<file path="config.mk">
export PLATFORM = sky130hd
export DESIGN_NAME = button_mmio_port
export DESIGN_NICKNAME = d
export VERILOG_FILES = /design/src/rtl/button_mmio_port_pkg.sv /design/src/rtl/btn_debounce.sv /design/src/rtl/button_mmio_port.sv
export SDC_FILE = /design/constraint.sdc
export NUM_CORES = 1
export LEC_CHECK = 0
export ABC_AREA = 1
export CAP_MARGIN = 20
export CORE_AREA = 2 2 185 187
export CTS_CLUSTER_DIAMETER = 30
export CTS_CLUSTER_SIZE = 25
export DETAILED_ROUTE_END_ITERATION = 6
export DIE_AREA = 0 0 187 189
export PLACE_DENSITY = 0.56
export SYNTH_ARGS = -nofsm -noshare
export SYNTH_HDL_FRONTEND = slang
export SYNTH_HIERARCHICAL = 1
export SYNTH_SLANG_ARGS = --single-unit
</file>
<file path="constraint.sdc">
create_clock -name clock -period 1.3 [get_ports clock]
set_clock_uncertainty 0.05 [all_clocks]
set_input_delay 0.195 -clock clock [delete_from_list [all_inputs] [get_ports clock]]
set_output_delay 0.195 -clock clock [all_outputs]
set_load 0.01 [all_outputs]
</file>
<file path="src/rtl/button_mmio_port_pkg.sv">
// Shared constants for the memory-mapped push-button port: addresses,
// button indices and the default debounce period.
package button_mmio_port_pkg;

  localparam int NUM_BTN                 = 5;
  localparam int DEBOUNCE_CYCLES_DEFAULT = 1_000_000;

  localparam int BTN_C = 0;
  localparam int BTN_L = 1;
  localparam int BTN_R = 2;
  localparam int BTN_U = 3;
  localparam int BTN_D = 4;

  localparam logic [31:0] ADDR_C      = 32'd1000;
  localparam logic [31:0] ADDR_L      = 32'd3000;
  localparam logic [31:0] ADDR_R      = 32'd4000;
  localparam logic [31:0] ADDR_U      = 32'd5000;
  localparam logic [31:0] ADDR_D      = 32'd6000;
  localparam logic [31:0] ADDR_STATUS = 32'd7000;

  // Event address of button index idx.
  function automatic logic [31:0] btn_addr(input int idx);
    logic [31:0] a;
    case (idx)
      BTN_C:   a = ADDR_C;
      BTN_L:   a = ADDR_L;
      BTN_R:   a = ADDR_R;
      BTN_U:   a = ADDR_U;
      default: a = ADDR_D;
    endcase
    return a;
  endfunction

endpackage

</file>
<file path="src/rtl/btn_debounce.sv">
// One-bit synchronizer plus debounce counter producing a stable level.
module btn_debounce
  import button_mmio_port_pkg::*;
#(
  parameter int DEBOUNCE_CYCLES = DEBOUNCE_CYCLES_DEFAULT
) (
  input  logic clock,
  input  logic reset,
  input  logic pin,
  output logic level
);

  localparam int CW = $clog2(DEBOUNCE_CYCLES);

  logic          sync1;
  logic          sync2;
  logic [CW-1:0] cnt;

  always_ff @(posedge clock or posedge reset) begin
    if (reset) begin
      sync1 <= 1'b0;
      sync2 <= 1'b0;
      cnt   <= '0;
      level <= 1'b0;
    end else begin
      sync1 <= pin;
      sync2 <= sync1;
      // Any cycle agreeing with the stable level restarts the count.
      if (sync2 == level) begin
        cnt <= '0;
      end else if (cnt == CW'(DEBOUNCE_CYCLES - 1)) begin
        level <= sync2;
        cnt   <= '0;
      end else begin
        cnt <= cnt + CW'(1);
      end
    end
  end

endmodule

</file>
<file path="src/rtl/button_mmio_port.sv">
// Debounced push-buttons exposed as sticky press events on a registered
// memory-mapped read port with a write-1-to-clear status register.
module button_mmio_port
  import button_mmio_port_pkg::*;
#(
  parameter int DEBOUNCE_CYCLES = DEBOUNCE_CYCLES_DEFAULT
) (
  input  logic        clock,
  input  logic        reset,
  input  logic [4:0]  btn_raw,
  input  logic [31:0] addr,
  input  logic        wren,
  input  logic [31:0] wdata,
  input  logic        rd_strobe,
  output logic [31:0] rdata,
  output logic        hit,
  output logic [4:0]  btn_level
);

  logic [4:0]  level_q;
  logic [4:0]  pending;
  logic [4:0]  rise;
  logic [4:0]  clr;
  logic [4:0]  rd_sel;
  logic        status_sel;
  logic        is_load;
  logic [31:0] load_data;
  logic        load_hit;

  for (genvar g = 0; g < NUM_BTN; g++) begin : g_btn
    btn_debounce #(.DEBOUNCE_CYCLES(DEBOUNCE_CYCLES)) u_deb (
      .clock (clock),
      .reset (reset),
      .pin   (btn_raw[g]),
      .level (btn_level[g])
    );
  end

  assign rise = btn_level & ~level_q;

  // rd_strobe together with wren is a store, never a load.
  always_comb begin
    is_load    = rd_strobe & ~wren;
    status_sel = (addr == ADDR_STATUS);
    rd_sel     = '0;
    for (int i = 0; i < NUM_BTN; i++) begin
      rd_sel[i] = (addr == btn_addr(i));
    end
    clr = '0;
    if (is_load) clr = rd_sel;
    if (wren && status_sel) clr = wdata[4:0];
    load_data = '0;
    load_hit  = 1'b0;
    for (int i = 0; i < NUM_BTN; i++) begin
      if (rd_sel[i]) begin
        load_data = {31'b0, pending[i]};
        load_hit  = 1'b1;
      end
    end
    if (status_sel) begin
      load_data = {11'b0, btn_level, 11'b0, pending};
      load_hit  = 1'b1;
    end
  end

  always_ff @(posedge clock or posedge reset) begin
    if (reset) begin
      level_q <= '0;
      pending <= '0;
      rdata   <= '0;
      hit     <= 1'b0;
    end else begin
      level_q <= btn_level;
      // A press arriving with a clear is kept so no event is lost.
      pending <= (pending & ~clr) | rise;
      if (is_load) begin
        rdata <= load_data;
        hit   <= load_hit;
      end
    end
  end

endmodule

</file>
==> out/metrics.yaml, run 1 <==
clocking:
  cts_made_buffers: 17
  cts_root_buf: "clkbuf_16"
  cts_tree: "done"
  htreeDepth: 4
  hold_buffers: 0
  path_clk_slew_ns: 0.06
  clock_latency_ns: 0.42
  clock-sinks: 136
  cts_buffer_depth: 2
hold_path:
  min_from: "btn_raw[0]"
  hold_class: "input port to register"
synthesis:
  synth.cell_area_um2: 8250
  synth_top_area_cell: "dfrtp_1"
  syn_avg_cell_area_um2: 8.05
  synthArstFlopShare_pct: 100
  synth_warnings: 6
  ys_ff_latch: 136
  synth_common_cells: "nor2_1, nand2_1, dfrtp_1, inv_1, nand3_1"
  synth_area_leaders: "dfrtp_1, nor2_1, nand2_1, nor2_4, inv_1"
  yosys_most_used_dff: "dfrtp_1"
  synth.most_common_cell: "nor2_1"
  yosysSeqAreaShare_pct: 41.2
  synth_edf_count: 0
  yosysTopAreaCellShare_pct: 41.2
  syn_inst: 1025
  synth_cell_types: 40
cells_and_area:
  final_core_util_pct: 35.8
  final_cells: 1717
  diodes: 0
  multi_input_area_um2: 4990
  areaGrowthSynthToFinish_pct: 44.2
  drive_above_1_share_pct: 40.7
  n_fill_cell: 3439
  fin_nets: 1334
  seqCellArea_um2: 3430
route:
  drtIter0Drc: 308
  vias: 7273
  via_per_inst: 4.24
  wirelength_um: 20500
  drc: 0
  routedWlPerCell_um: 11.9
  drt-pass1-iter-count: 4
  ant_nets: 0
global_route:
  grt-ovfl-total: 0
  antenna_found_initial: 0
  grt_pass1_wl_um: 35000
  track_usage_pct: 11.9
  first_global_vias: 7249
  grt_max_degree: 24
setup_path:
  critPathCaptureType: "register"
  cp_data_required_time_ns: 1.56
  worstPathArrival_ns: 1.68
  cp_slowest_cell: "dfrtp_1"
  critPathLaunch: "g_btn[0].u_deb/cnt[1]"
  path_max_fanout: 4
  crit_chain: "buf_4 > nand2_2 > nor2_4 > nand2_4 > nor2_4 > xor2_1 > nor2_1"
  critPathMaxStageDelay_ns: 0.38
  r2r-start: "g_btn[0].u_deb/cnt[1]"
  crit_type: "register to register"
  crit_top_cell: "nor2_4"
  start_kind: "register"
placement:
  dp_hpwl_um: 14600
  dp_slack_ns: -0.559
  globalplace.congestion: 0.851
  dp_cells: 1638
  numPortBuffers: 61
timing:
  max_freq_mhz: 705
  setup_viol: 82
  hold_viol_final: 0
  fin_crit_sh_pct: 109
  setup_ws_ns: -0.119
  period_needed_ns: 1.42
  rsz0062_at_grt: "true"
  drv_slew: 0
  holdWs_ns: 0.166
floorplanning:
  die_x_um: 187
  num_io_pins: 111
  die_h_um: 189
  core-area_um2: 33300
  die_area_um2: 35300
  rows: 67
  start_util_pct: 24.8
job:
  maxCapViolCount: 0
outcome:
  status: "complete, but fails checks"
  violations: "negative setup slack"
pwr:
  power.total_mw: 10.4
  total_leakage_power_nw: 5.22
  ir_drop_mv: 0.915
  p_int_mw: 8.07
  seqPwrFrac_pct: 41.8
  power_density_nw_per_um2: 875
  combPwrFrac_pct: 7.5
  power.net_switching_mw: 2.34
  power.share.switching_pct: 22.5
  pwr-share-clk_pct: 50.7
[power by group through the flow]
| stage | logic [mW] | registers (mW) | clock network (mW) |
|---|---|---|---|
| floorplan | 0.360 | 4.40 | 0 |
| global placement | 0.682 | 4.40 | 0 |
| detailed placement | 0.689 | 4.40 | 0 |
| CTS | 0.722 | 4.35 | 5.44 |
| global route | 0.869 | 4.35 | 5.61 |
| finish | 0.780 | 4.35 | 5.28 |
[what timing repair did]
action / CTS / global route
setup buffers: 28 / 19
setup endpoints to repair: 107 / 111
resized for setup: 194 / 119
cloned: 0 / 1
pin swaps: 72 / 82
[worst max-delay path, delay by kind of cell, from the launching register on]
family	cells	cell delay [ns]
xor+xnor	1	0.17
flops	1	0.38
buf+inv	1	0.13
simple gates	5	0.59
[layout make-up]
class,instances,area share (%)
timing repair inverter,1,0.0421
multi-input combinational,764,42.0
tap,448,4.71
sequential,136,28.9
clock inverter,10,1.39
clock buffer,22,4.07
inverter,122,4.02
timing repair buffer,214,14.9
[layer usage]
metal  share of wire (%)  vias to the layer above  global-route usage (%)  routed length, um
li1                    -                     3672                       -                  -
met1                  48                     3485                    15.7               9880
met2                  48                      100                    19.8               9900
met3                 2.3                       16                    2.67                471
met4                 1.0                        0                    3.02                208
met5                   0                        -                       0                  0
[cells in the final DEF (no fill, tap or decap), drive strengths merged, types with 2 or more instances in the layout]
master	n
a21oi	10
ha	5
nand2	209
nor3	19
clkdlybuf4s15	10
buf	167
inv	120
or2	7
clkinvlp	3
nor2	274
nand3b	5
bufinv	4
and2	2
nand3	79
dlymetal6s2s	2
dlygate4sd2	20
clkinv	6
o31ai	6
clkdlybuf4s50	13
o21ai	30
clkbuf	24
dfrtp	136
nor3b	10
xor2	40
conb	22
xnor2	10
nand4	32
o22ai	2
[final timing paths]
kind	endpoint	cells past startpoint	slack, ns
worst min-delay path	g_btn[0].u_deb/sync1	1	0.17
worst max register to register	g_btn[0].u_deb/cnt[9]	7	-0.12
worst min register to register	g_btn[3].u_deb/sync2	0	0.29
worst max-delay path	g_btn[0].u_deb/cnt[9]	7	-0.12
max in group asynchronous	g_btn[1].u_deb/cnt[2]	3	0.69
min in group asynchronous	g_btn[4].u_deb/cnt[18]	3	0.31
[logic make-up (layout without fill, tap and decap cells)]
logic type | Yosys count | in the layout | synth area share [%]
xor+xnor | 50 | 50 | 5.76
flops | 136 | 136 | 41.2
simple gates | 638 | 638 | 41.0
fa+ha+maj | 5 | 5 | 0.758
buf+inv | 146 | 369 | 7.72
compound gates | 49 | 49 | 3.49
other cells | 1 | 22 | 0.0455
[sequential cells by signal, indices dropped and copies added, names as in the netlist]
register / count
g_btn.u_deb/cnt: 100
rdata: 10
g_btn.u_deb/level: 5
g_btn.u_deb/sync1: 5
g_btn.u_deb/sync2: 5
level_q: 5
pending: 5
hit: 1
[per-stage QoR]
step / area [um^2] / TNS, ns
after floorplan: 8330 / 0
after global placement: 10200 / -14.16
after detailed placement: 10200 / -15.31
after CTS: 11400 / -3.68
after global routing: 11900 / -11.83
final: 11900 / -4.22
(Power assumes the default switching activity.)
==> run 2, diff against run 1 <==
==> constraint.sdc (replaced) <==
create_clock -name clock -period 1.3 [get_ports clock]
set_clock_uncertainty 0.05 [all_clocks]
set_input_delay 0.195 -clock clock [delete_from_list [all_inputs] [get_ports clock]]
set_output_delay 0.195 -clock clock [all_outputs]
set_load 0.005 [all_outputs]
==> run 2 against run 1 <==
Compared with the run above:
- the run still ends with negative setup slack left
- sequential power hardly changed
- maximum frequency shrank 2.1%
- global-route usage is 0.20 points higher
- cell count rose by 0.64%
- combinational power rose by 2.9%
- flip-flop and latch count unchanged
- worst hold slack got worse by 0.0038 ns
- critical endpoint is now g_btn[2].u_deb/cnt[9]
- largest cell class unchanged
==> out/metrics.yaml, run 2 (synthesized netlist as in run 1, its figures left out) <==
hold_path:
  hold_path_end: "g_btn[0].u_deb/sync1"  # unchanged
  min_from: "btn_raw[0]"  # unchanged
  hold_depth: 1  # unchanged
  hold_class: "input port to register"  # unchanged
job:
  maxCapViolCount: 0  # unchanged
timing:
  hold_viol_final: 0  # unchanged
  setup_viol: 89  # was 82
  holdWs_ns: 0.162  # was 0.166 ns
  max_freq_mhz: 690  # was 705 MHz
  fin_crit_sh_pct: 111  # was 109%
  setup_tns_ns: -6.03  # was -4.22 ns
  period_needed_ns: 1.45  # was 1.42 ns
  rsz0062_at_grt: "true"  # unchanged
  setup_ws_ns: -0.149  # was -0.119 ns
  drv_slew: 0  # unchanged
pwr:
  power.total_mw: 10.6  # was 10.4 mW
  combPwrFrac_pct: 7.6  # was 7.5%
  pwr-share-clk_pct: 51.3  # was 50.7%
  power_density_nw_per_um2: 862  # was 875 nW/um^2
  power.share.switching_pct: 21.6  # was 22.5%
  p_int_mw: 8.31  # was 8.07 mW
  seqPwrFrac_pct: 41.1  # was 41.8%
  total_leakage_power_nw: 5.40  # was 5.22 nW
  power.net_switching_mw: 2.29  # was 2.34 mW
  ir_drop_mv: 0.961  # was 0.915 mV
setup_path:
  crit_type: "register to register"  # unchanged
  r2r-end: "g_btn[2].u_deb/cnt[9]"  # was g_btn[0].u_deb/cnt[9]
  start_kind: "register"  # unchanged
  worstPathArrival_ns: 1.70  # was 1.68 ns
  cpLargestDelayFamily: "simple AND/OR/NAND/NOR gates"  # unchanged
  crit_chain: "ha_4 > nand3_4 > nor2_4 > nand3_4 > nand2_8 > nor2_1"  # was buf_4 > nand2_2 > nor2_4 > nand2_4 > nor2_4 > xor2_1 > nor2_1
  cp_data_required_time_ns: 1.56  # about the same
  r2r_slack_ns: -0.15  # was -0.12 ns
  critPathCaptureType: "register"  # unchanged
  reg2reg_depth: 6  # was 7
  crit_buf_inv: 0  # was 1
  cp_slowest_cell: "dfrtp_1"  # unchanged
  crit_top_cell: "nand3_4"  # was nor2_4
  path_max_fanout: 7  # was 4
  critPathMaxStageDelay_ns: 0.41  # was 0.38 ns
  r2r-start: "g_btn[2].u_deb/cnt[0]"  # was g_btn[0].u_deb/cnt[1]
route:
  wirelength_um: 21300  # was 20500 um
  vias: 7353  # was 7273
  drtIter0Drc: 357  # was 308
  drc: 0  # unchanged
  ant_nets: 0  # unchanged
  routedWlPerCell_um: 12.3  # was 11.9 um
  via_per_inst: 4.26  # was 4.24
  drt-pass1-iter-count: 4  # unchanged
global_route:
  first_global_vias: 7355  # was 7249
  antenna_found_initial: 0  # unchanged
  grt_pass1_wl_um: 35100  # was 35000 um
  grt_max_degree: 24  # unchanged
  track_usage_pct: 12.1  # was 11.9%
  grt-ovfl-total: 0  # unchanged
outcome:
  status: "complete, but fails checks"  # unchanged
  violations: "negative setup slack"  # unchanged
clocking:
  cts_made_buffers: 17  # unchanged
  path_clk_slew_ns: 0.06  # about the same
  cts_root_buf: "clkbuf_16"  # unchanged
  clock-sinks: 136  # unchanged
  htreeDepth: 4  # unchanged
  cts_buffer_depth: 2  # unchanged
  clock_latency_ns: 0.43  # was 0.42 ns
  cts_tree: "done"  # unchanged
  hold_buffers: 0  # unchanged
floorplanning:
  die_x_um: 187  # unchanged
  rows: 67  # unchanged
  start_util_pct: 24.8  # unchanged
  die_h_um: 189  # unchanged
  core-area_um2: 33300  # unchanged
  num_io_pins: 111  # unchanged
  die_area_um2: 35300  # unchanged
placement:
  dp_cells: 1637  # was 1638
  dp_slack_ns: -0.534  # was -0.559 ns
  globalplace.congestion: 0.848  # was 0.851
  numPortBuffers: 61  # unchanged
  dp_hpwl_um: 14700  # was 14600 um
  place_area_um2: 10200  # about the same
cells_and_area:
  multi_input_area_um2: 5190  # was 4990 um^2
  seqCellArea_um2: 3430  # about the same
  final_common_cell: "nor2_1"  # unchanged
  final_cells: 1728  # was 1717
  areaGrowthSynthToFinish_pct: 49.0  # was 44.2%
  final_core_util_pct: 36.9  # was 35.8%
  largest_reg_flops: 100  # unchanged
  final_cell_mix: "nor2_1, nand2_1, buf_4, dfrtp_1, inv_1"  # was nor2_1, buf_4, nand2_1, dfrtp_1, inv_1
  n_fill_cell: 3367  # was 3439
  finalInstanceArea_um2: 12300  # was 11900 um^2
  reg_top3: "g_btn.u_deb/cnt x100, rdata x10"  # unchanged
  drive_above_1_share_pct: 43.0  # was 40.7%
  fin_nets: 1346  # was 1334
  diodes: 0  # unchanged
  regMostFlops: "g_btn.u_deb/cnt"  # unchanged
[run 2: worst max-delay path by stage]
| stage | from | endpoint | slack (ns) | depth (start not counted) |
|---|---|---|---|---|
| 5_1_grt | g_btn[2].u_deb/cnt[0] | g_btn[2].u_deb/cnt[9] | -0.21 | 6 |
| 4_1_cts | g_btn[1].u_deb/cnt[1] | g_btn[1].u_deb/cnt[16] | -0.09 | 7 |
| 2_1_floorplan | g_btn[0].u_deb/cnt[0] | g_btn[0].u_deb/cnt[14] | 0.01 | 8 |
| 6_report | g_btn[2].u_deb/cnt[0] | g_btn[2].u_deb/cnt[9] | -0.15 | 6 |
| 3_5_place_dp | addr[6] | pending[2] | -0.53 | 10 |
| 3_3_place_gp | addr[6] | pending[4] | -0.50 | 10 |
[run 2: area by class of cell]
class | count | area share (%)
multi-input cells | 764 | 42.2
clock buffers | 23 | 4.05
well taps | 448 | 4.56
clock inverters | 8 | 1.34
flip-flops and latches | 136 | 27.9
inverters | 122 | 3.87
repair buffers | 227 | 16.1
[run 2: what timing repair did]
action,CTS,global route
cloned,0,0
gates resized for setup,177,188
setup buffers,37,27
pin swaps,74,110
endpoints found under the setup margin,106,116
[run 2: power groups by stage]
| stage | clock network [mW] | logic (mW) | registers [mW] |
|---|---|---|---|
| floorplan | 0 | 0.345 | 4.40 |
| global placement | 0 | 0.668 | 4.40 |
| detailed placement | 0 | 0.674 | 4.40 |
| CTS | 5.60 | 0.717 | 4.34 |
| global route | 5.78 | 0.893 | 4.36 |
| finish | 5.44 | 0.803 | 4.36 |
[run 2: metal layers]
layer | part of all wire (%) | wire, um | GRT usage, %
met4 | 1.2 | 250 | 2.78
met3 | 3.4 | 729 | 3.04
met5 | 0 | 0 | 0
met1 | 45 | 9620 | 15.4
met2 | 50 | 10700 | 20.6
==> run 3, diff against run 2 <==
==> constraint.sdc (replaced) <==
create_clock -name clock -period 1.3 [get_ports clock]
set_clock_uncertainty 0.05 [all_clocks]
set_input_delay 0.13 -clock clock [delete_from_list [all_inputs] [get_ports clock]]
set_output_delay 0.13 -clock clock [all_outputs]
set_load 0.005 [all_outputs]
==> run 3 against run 2 <==
Compared with the run above:
- the flow still finishes with violations (negative setup slack)
- highest routed layer unchanged
- sequential power barely moved
- die area did not move
- register-to-register slack improved by 0.02 ns
- combinational power rose by 1%
- largest cell class unchanged
- final area fell by 0.12%
- count of clock-buffer cells in the layout rose by 1
- global-route usage fell by 0.050 points
- worst setup slack improved by 0.017 ns
==> out/metrics.yaml, run 3 (synthesized netlist as in run 1, its figures left out) <==
route:
  via_per_inst: 4.25  # was 4.26
  drc: 0  # unchanged
  routedWlPerCell_um: 12.2  # was 12.3 um
  vias: 7319  # was 7353
  ant_nets: 0  # unchanged
  drtIter0Drc: 319  # was 357
  wirelength_um: 21100  # was 21300 um
  drt-pass1-iter-count: 4  # unchanged
setup_path:
  reg2reg_depth: 7  # was 6
  crit_chain: "buf_4 > inv_1 > nor2_4 > nand2_4 > nor2_4 > xor2_1 > nor2_1"  # was ha_4 > nand3_4 > nor2_4 > nand3_4 > nand2_8 > nor2_1
  r2r-start: "g_btn[0].u_deb/cnt[0]"  # was g_btn[2].u_deb/cnt[0]
  cpLargestDelayFamily: "simple AND/OR/NAND/NOR gates"  # unchanged
  critPathMaxStageDelay_ns: 0.39  # was 0.41 ns
  cp_data_required_time_ns: 1.57  # was 1.56 ns
  r2r-end: "g_btn[0].u_deb/cnt[9]"  # was g_btn[2].u_deb/cnt[9]
  cp_slowest_cell: "dfrtp_1"  # unchanged
  worstPathArrival_ns: 1.70  # about the same
  critPathCaptureType: "register"  # unchanged
  crit_type: "register to register"  # unchanged
  crit_top_cell: "nor2_4"  # was nand3_4
  start_kind: "register"  # unchanged
  r2r_slack_ns: -0.13  # was -0.15 ns
  crit_buf_inv: 2  # was 0
  path_max_fanout: 4  # was 7
floorplanning:
  die_x_um: 187  # unchanged
  core-area_um2: 33300  # unchanged
  die_area_um2: 35300  # unchanged
  start_util_pct: 24.8  # unchanged
  num_io_pins: 111  # unchanged
  rows: 67  # unchanged
  die_h_um: 189  # unchanged
cells_and_area:
  areaGrowthSynthToFinish_pct: 48.8  # was 49.0%
  seqCellArea_um2: 3420  # was 3430 um^2
  final_common_cell: "nor2_1"  # unchanged
  n_fill_cell: 3355  # was 3367
  final_core_util_pct: 36.9  # about the same
  reg_top3: "g_btn.u_deb/cnt x100, rdata x10"  # unchanged
  final_cell_mix: "nor2_1, nand2_1, buf_4, dfrtp_1, inv_1"  # unchanged
  diodes: 0  # unchanged
  regMostFlops: "g_btn.u_deb/cnt"  # unchanged
  multi_input_area_um2: 5190  # about the same
  fin_nets: 1339  # was 1346
  drive_above_1_share_pct: 40.8  # was 43.0%
  largest_reg_flops: 100  # unchanged
global_route:
  grt-ovfl-total: 0  # unchanged
  antenna_found_initial: 0  # unchanged
  grt_max_degree: 24  # unchanged
  first_global_vias: 7393  # was 7355
  track_usage_pct: 12.1  # about the same
  grt_pass1_wl_um: 35200  # was 35100 um
timing:
  rsz0062_at_grt: "true"  # unchanged
  setup_ws_ns: -0.132  # was -0.149 ns
  fin_crit_sh_pct: 110  # was 111%
  hold_viol_final: 0  # unchanged
  max_freq_mhz: 698  # was 690 MHz
  period_needed_ns: 1.43  # was 1.45 ns
  drv_slew: 0  # unchanged
  setup_viol: 85  # was 89
  holdWs_ns: 0.0891  # was 0.162 ns
placement:
  globalplace.congestion: 0.841  # was 0.848
  numPortBuffers: 61  # unchanged
  dp_hpwl_um: 14600  # was 14700 um
clocking:
  cts_tree: "done"  # unchanged
  cts_buffer_depth: 2  # unchanged
  clock-sinks: 136  # unchanged
  hold_buffers: 0  # unchanged
  cts_made_buffers: 17  # unchanged
  path_clk_slew_ns: 0.06  # about the same
  clock_latency_ns: 0.43  # about the same
  cts_root_buf: "clkbuf_16"  # unchanged
  htreeDepth: 4  # unchanged
outcome:
  violations: "negative setup slack"  # unchanged
  status: "complete, but fails checks"  # unchanged
hold_path:
  hold_depth: 1  # unchanged
  hold_path_end: "g_btn[2].u_deb/sync1"  # was g_btn[0].u_deb/sync1
  hold_class: "input port to register"  # unchanged
  min_from: "btn_raw[2]"  # was btn_raw[0]
job:
  maxCapViolCount: 0  # unchanged
pwr:
  power_density_nw_per_um2: 845  # was 862 nW/um^2
  power.total_mw: 10.4  # was 10.6 mW
  total_leakage_power_nw: 5.52  # was 5.40 nW
  ir_drop_mv: 1.05  # was 0.961 mV
[run 3: where the power goes]
group	leakage [nW]	switching, mW	total, mW	internal, mW
Clock	0.304	1.86	5.21	3.35
Sequential	1.81	0.0659	4.36	4.29
Combinational	3.41	0.429	0.811	0.382
[run 3: timing repair]
item                                    4_1_cts  5_1_grt
resized for setup                           174      140
pin swaps                                    91       88
endpoints found under the setup margin       98      119
setup buffers                                42       15
[run 3: worst max-delay path by stage]
stage                               start                      to  slack, ns  cells after the start
floorplan           g_btn[0].u_deb/cnt[0]  g_btn[0].u_deb/cnt[14]       0.01                      8
global placement                  addr[6]              pending[4]      -0.44                     10
detailed placement                addr[6]              pending[0]      -0.53                     10
CTS                 g_btn[0].u_deb/cnt[1]   g_btn[0].u_deb/cnt[5]      -0.14                      7
global route        g_btn[1].u_deb/cnt[1]  g_btn[1].u_deb/cnt[18]      -0.21                      9
finish              g_btn[0].u_deb/cnt[0]   g_btn[0].u_deb/cnt[9]      -0.13                      7
[run 3: per-layer routing]
| metal | up-vias | GRT usage, % | routed length [um] |
|---|---|---|---|
| li1 | 3683 | - | - |
| met1 | 3497 | 15.2 | 9590 |
| met2 | 113 | 20.4 | 10400 |
| met3 | 26 | 2.85 | 742 |
| met4 | 0 | 3.75 | 340 |
| met5 | - | 0 | 0 |
[run 3: through the flow]
step	setup TNS, ns	setup WS [ns]	instance area, um^2	cells
final	-5.53	-0.132	12300	1722
after global routing	-12.60	-0.213	12300	1722
after CTS	-5.06	-0.139	11700	1709
after detailed placement	-14.82	-0.526	10200	1637
after global placement	-13.71	-0.438	10200	1637
after floorplan	0	0.00995	8330	1046
[run 3: final cells by class]
class                   instances  share of cell area (%)
multi-input cells             764                    42.3
clock buffers                  24                    3.92
repair buffers                220                    16.3
flip-flops and latches        136                    27.9
inverters                     122                    3.89
well taps                     448                    4.56
clock inverters                 8                    1.16
[run 3: worst register-to-register path, cell delays in order (launching register included)]
cell,delay (ns)
dfrtp_1,0.39
buf_4,0.15
inv_1,0.08
nor2_4,0.15
nand2_4,0.09
nor2_4,0.17
xor2_1,0.17
nor2_1,0.06
